[config.mk]
export PLATFORM = sky130hd
export DESIGN_NAME = mul_add_seq
export DESIGN_NICKNAME = d
export VERILOG_FILES = /design/src/rtl/mul_add_seq.sv
export SDC_FILE = /design/constraint.sdc
export NUM_CORES = 1
export LEC_CHECK = 0
export ABC_CLOCK_PERIOD_IN_PS = 4250
export BUFFER_PORTS_ARGS = -buffer_cell sky130_fd_sc_hd__buf_2
export CORE_AREA = 2 2 97 117
export CTS_BUF_LIST = sky130_fd_sc_hd__clkbuf_2 sky130_fd_sc_hd__clkbuf_4 sky130_fd_sc_hd__clkbuf_8
export CTS_CLUSTER_DIAMETER = 120
export DETAILED_ROUTE_END_ITERATION = 16
export DIE_AREA = 0 0 99 119
export PLACE_DENSITY = 0.4
export SETUP_SLACK_MARGIN = 0.02
export SLEW_MARGIN = 20
export SYNTH_ARGS = -nofsm -noshare
export SYNTH_HDL_FRONTEND = slang
export SYNTH_SLANG_ARGS = --single-unit
[constraint.sdc]
create_clock -name clk -period 4.25 [get_ports clk]
set_input_delay 0.6375 -clock clk [delete_from_list [all_inputs] [get_ports clk]]
set_output_delay 0.6375 -clock clk [all_outputs]
set_load 0.005 [all_outputs]
[src/rtl/mul_add_seq.sv]
// -----------------------------------------------------------------------------
// mul_add_seq
//   Serial multiply-add: out_data = coef * x + addend. The engine walks one bit
//   of x per clock with a shift-add accumulator. It replaces the old fixed
//   combinational 5x+1 block: with the default widths, coef=5 and addend=1 it
//   reproduces that function. Overflow either wraps modulo 2^OUT_W (SAT=0) or
//   saturates to all-ones (SAT=1). out_ovf reports the overflow in both cases.
//
// Ports
//   clk        : rising-edge clock
//   rst_n      : asynchronous active-low reset
//   in_valid   : operand set offered
//   in_ready   : block accepts operands (registered, high only in IDLE)
//   in_x       : multiplicand x, IN_W bits, unsigned
//   in_coef    : coefficient, K_W bits, unsigned
//   in_addend  : addend, OUT_W bits, unsigned
//   out_valid  : result available (registered, high in DONE)
//   out_ready  : consumer takes the result
//   out_data   : result, OUT_W bits, wrapped or saturated
//   out_ovf    : true result did not fit in OUT_W bits
//   busy       : operation in flight (RUN or DONE)
// -----------------------------------------------------------------------------
module mul_add_seq #(
    parameter int IN_W  = 7,
    parameter int K_W   = 3,
    parameter int OUT_W = 10,
    parameter bit SAT   = 1'b0
) (
    input  logic             clk,
    input  logic             rst_n,
    input  logic             in_valid,
    output logic             in_ready,
    input  logic [IN_W-1:0]  in_x,
    input  logic [K_W-1:0]   in_coef,
    input  logic [OUT_W-1:0] in_addend,
    output logic             out_valid,
    input  logic             out_ready,
    output logic [OUT_W-1:0] out_data,
    output logic             out_ovf,
    output logic             busy
);

    // One spare bit above the widest term, so coef*x + addend cannot overflow.
    localparam int ACC_W = (((IN_W + K_W) > OUT_W) ? (IN_W + K_W) : OUT_W) + 1;
    localparam int CNT_W = (IN_W > 1) ? $clog2(IN_W) : 1;
    localparam logic [CNT_W-1:0] CNT_LAST = CNT_W'(IN_W - 1);

    if ((IN_W < 1) || (K_W < 1) || (OUT_W < 2)) begin : g_bad_params
        $error("mul_add_seq: illegal widths (need IN_W>=1, K_W>=1, OUT_W>=2)");
    end

    typedef enum logic [1:0] {
        ST_IDLE = 2'd0,
        ST_RUN  = 2'd1,
        ST_DONE = 2'd2
    } state_t;

    state_t             state_q, state_d;
    logic [IN_W-1:0]    x_sh_q, x_sh_d;       // x, shifted right so bit 0 is the current bit
    logic [ACC_W-1:0]   coef_sh_q, coef_sh_d; // coef << cnt, kept as a shifting register
    logic [ACC_W-1:0]   acc_q, acc_d;
    logic [CNT_W-1:0]   cnt_q, cnt_d;
    logic               in_ready_q, in_ready_d;
    logic               out_valid_q, out_valid_d;
    logic               busy_q, busy_d;
    logic [OUT_W-1:0]   out_data_q, out_data_d;
    logic               out_ovf_q, out_ovf_d;

    logic [ACC_W-1:0]   acc_sum_s;
    logic               ovf_s;

    // Next-state, datapath and registered-output computation.
    always_comb begin
        state_d     = state_q;
        x_sh_d      = x_sh_q;
        coef_sh_d   = coef_sh_q;
        acc_d       = acc_q;
        cnt_d       = cnt_q;
        out_data_d  = out_data_q;
        out_ovf_d   = out_ovf_q;

        // Partial product for the current bit of x, folded into the accumulator.
        acc_sum_s = acc_q + (x_sh_q[0] ? coef_sh_q : {ACC_W{1'b0}});
        ovf_s     = |acc_sum_s[ACC_W-1:OUT_W];

        case (state_q)
            ST_IDLE: begin
                if (in_valid && in_ready_q) begin
                    x_sh_d    = in_x;
                    coef_sh_d = {{(ACC_W-K_W){1'b0}}, in_coef};
                    acc_d     = {{(ACC_W-OUT_W){1'b0}}, in_addend};
                    cnt_d     = {CNT_W{1'b0}};
                    state_d   = ST_RUN;
                end else begin
                    state_d   = ST_IDLE;
                end
            end
            ST_RUN: begin
                acc_d     = acc_sum_s;
                x_sh_d    = x_sh_q >> 1;
                coef_sh_d = coef_sh_q << 1;
                cnt_d     = cnt_q + CNT_W'(1);
                // Every bit of x is visited, even when x or coef is zero.
                if (cnt_q == CNT_LAST) begin
                    state_d    = ST_DONE;
                    out_ovf_d  = ovf_s;
                    out_data_d = (SAT && ovf_s) ? {OUT_W{1'b1}} : acc_sum_s[OUT_W-1:0];
                end else begin
                    state_d    = ST_RUN;
                end
            end
            ST_DONE: begin
                if (out_ready) begin
                    state_d = ST_IDLE;
                end else begin
                    state_d = ST_DONE;
                end
            end
            default: begin
                state_d = ST_IDLE;
            end
        endcase

        // Handshake outputs follow the next state, so they come straight from flops.
        in_ready_d  = (state_d == ST_IDLE);
        out_valid_d = (state_d == ST_DONE);
        busy_d      = (state_d != ST_IDLE);
    end

    // State, datapath and output registers with asynchronous clear.
    always_ff @(posedge clk or negedge rst_n) begin
        if (!rst_n) begin
            state_q     <= ST_IDLE;
            x_sh_q      <= {IN_W{1'b0}};
            coef_sh_q   <= {ACC_W{1'b0}};
            acc_q       <= {ACC_W{1'b0}};
            cnt_q       <= {CNT_W{1'b0}};
            in_ready_q  <= 1'b1;
            out_valid_q <= 1'b0;
            busy_q      <= 1'b0;
            out_data_q  <= {OUT_W{1'b0}};
            out_ovf_q   <= 1'b0;
        end else begin
            state_q     <= state_d;
            x_sh_q      <= x_sh_d;
            coef_sh_q   <= coef_sh_d;
            acc_q       <= acc_d;
            cnt_q       <= cnt_d;
            in_ready_q  <= in_ready_d;
            out_valid_q <= out_valid_d;
            busy_q      <= busy_d;
            out_data_q  <= out_data_d;
            out_ovf_q   <= out_ovf_d;
        end
    end

    assign in_ready  = in_ready_q;
    assign out_valid = out_valid_q;
    assign busy      = busy_q;
    assign out_data  = out_data_q;
    assign out_ovf   = out_ovf_q;

endmodule

==> results.toml <==
[routing]
wirelength_mm = 5.98
wl_per_cell_um = 14.1
firstDrtPassIters = 4
via_count = 1923
viasPerCell = 4.54
ant_nets = 0
dr.first_iter.drc_count = 62
drc = 0

[setup_path]
required_ps = 4480
crit_type = "reg2reg"
max_stage_delay_ps = 500
worstPathArrival_ps = 2540
critPathBufInv = 1
crit_chain = "and2_1 > ha_1 > inv_1 > fa_1 > nand2b_1 > a21o_1 > a21oi_1 > mux2i_1 > nand2_1"
critPathMaxFanout = 12
crit_start = "x_sh_q[0]"
crit_path_top_delay_cell = "dfrtp_1"
cp-end-kind = "flip-flop"
path_delay_family = "adder cells"
cp-start-kind = "flip-flop"
r2r-start = "x_sh_q[0]"

[clock_tree]
cts_buffers = 5
cts_setup_buffers = 0
cts_tree = "done"
clkLatencyLatePin_ps = 330
clockBufferDepth = 2
numClockSinks = 48
cts_resized = 0
clockRootBuffer = "clkbuf_8"
cts-htree-levels = 2
hold_buffers = 0
clkTransAtPathRegs_ps = 110

[timing]
slew_headroom_pct = 50.3
report.final.slew_viol_count = 0
rsz0062_at_grt = "false"
setup_violations = 0
period_needed_ps = 2310
finClkSkew_ps = 15.3
hold_viol = 0
worst_pin_slew_ps = 742
fin_tns_setup_ps = 0
fin_crit_sh_pct = 54.4
fmax_mhz = 432

[place]
post-dp-hpwl_mm = 4.25
placed_area_um2 = 2720
io_buffers = 37
gp_congestion = 0.764

[final_layout]
fillCellCount = 1168
num_antenna_cells = 0
num-nets-final = 328
layout_common_cells = "nand2_1, dfrtp_1, buf_2"
syn_to_final_growth_pct = 18.5
fin_area_um2 = 2840
mostFrequentLayoutCell = "nand2_1"
drive_gt1_share_pct = 18.8

[power]
ir_drop_v = 0.000163
power.leakage_uw = 0.00133
power.density_nw_per_um2 = 782

[yosys]
synthFlopType = "dfrtp_1"
syn_nets = 292
yosysUniqueCellTypes = 38
yosys_warnings = 0
synthArstFlopShare_pct = 100
synth_edf_count = 0
yosysSeqAreaShare_pct = 50.2
synthCells = 255
synth_area_um2 = 2400
ys_ff_latch = 48
synth_area_per_cell_um2 = 9.40

[die]
core.rowCount = 42
die_h_um = 119
core_area_um2 = 10800
die_area_um2 = 11800
initial_utilization_pct = 22.2
die_x_um = 99
ioPinCount = 38

[global_routing]
antenna_found_initial = 0
grt-ovfl-total = 0
grt_pass1_wl_mm = 9.89
grt_pass1_vias = 1919
grt_use_total_pct = 10.7
grt_start_max_net_pins = 49

[worst_hold_path]
min_path_type = "in2async"

[flow_run]
max_cap_violations = 0

[status]
status = "finished, final reports clean"
[registers in the layout, indices dropped and copies added, names as in the netlist]
register   cells
busy           1
out_ovf        1
coef_sh_q     11
cnt_q          3
out_valid      1
in_ready       1
state_q        2
x_sh_q         7
acc_q         11
out_data      10
[through the flow]
stage | std cells | worst slack (ps) | power (µW) | util, % | hold WS, ps
2_1_floorplan | 255 | 2060 | 1560 | - | 342
3_3_place_gp | 416 | 1990 | 1890 | 25.3 | 458
3_5_place_dp | 416 | 1930 | 1900 | 25.3 | 466
6_report | 424 | 1940 | 2220 | 26.4 | 407
4_1_cts | 424 | 1910 | 2260 | 26.4 | 444
5_1_grt | 424 | 1740 | 2440 | 26.4 | 471
[area by class of cell]
| class | count | area [µm²] | share of cell area (%) |
|---|---|---|---|
| clock buffer | 5 | 68.8 | 2.42 |
| tap | 132 | 165 | 5.82 |
| timing repair buffer | 41 | 215 | 7.58 |
| multi-input combinational | 190 | 1120 | 39.5 |
| clock inverter | 3 | 46.3 | 1.63 |
| sequential | 48 | 1200 | 42.4 |
| inverter | 5 | 18.8 | 0.661 |
[layer usage]
metal | up-vias | track usage (%) | routed length, µm
li1 | 949 | - | -
met1 | 939 | 12.9 | 2700
met2 | 29 | 18.6 | 2960
met3 | 6 | 2.00 | 209
met4 | 0 | 4.37 | 110
met5 | - | 0 | 0
[where the power goes]
part           leakage (µW)  internal (µW)  total [µW]  switching [µW]
clock network     0.0000548            178         358             180
logic              0.000679            429        1060             635
registers          0.000595            672         799             127
total               0.00133           1280        2220             943
[cells in the mapped netlist (2+ instances only)]
master / count / area [µm²]
nand2_1: 48 / 180
dfrtp_1: 47 / 1180
o21ai_0: 29 / 145
nor2_1: 23 / 86.3
ha_1: 12 / 150
and2_1: 11 / 68.8
a21oi_1: 10 / 50.1
o22ai_1: 9 / 56.3
xor2_1: 8 / 70.1
a22oi_1: 6 / 45.0
buf_2: 6 / 30.0
clkbuf_1: 6 / 22.5
inv_1: 5 / 18.8
nand3_1: 4 / 20.0
and3_1: 3 / 18.8
nand2b_1: 3 / 18.8
a21o_1: 2 / 15.0
o211ai_1: 2 / 15.0
xnor2_1: 2 / 17.5
[path summary, 6_finish.rpt]
kind                          endpoint  slack [ps]  depth (start not counted)
setup / recovery             acc_q[10]        1940                          9
hold / removal             out_data[6]         410                          2
setup reg to reg             acc_q[10]        1940                          9
hold reg to reg            out_data[3]         480                          2
max in group asynchronous  out_data[1]        3390                          2
min in group clk           out_data[3]         480                          2
[worst register-to-register path, stage by stage (launching register included)]
cell and delay (ps):
dfrtp_1 500, and2_1 170, ha_1 180, inv_1 60, fa_1 400, nand2b_1 180
a21o_1 190, a21oi_1 260, mux2i_1 210, nand2_1 60
[logic make-up after synthesis]
| logic type | after synthesis | synth area share (%) |
|---|---|---|
| buffers and inverters | 17 | 2.98 |
| adder cells (fa/ha/maj) | 13 | 7.10 |
| XOR/XNOR | 10 | 3.66 |
| AO/OA/AOI/OAI | 68 | 17.2 |
| AND/OR/NAND/NOR | 97 | 18.0 |
| multiplexers | 2 | 0.888 |
| flip-flops | 48 | 50.2 |
(Power assumes the default switching activity.)
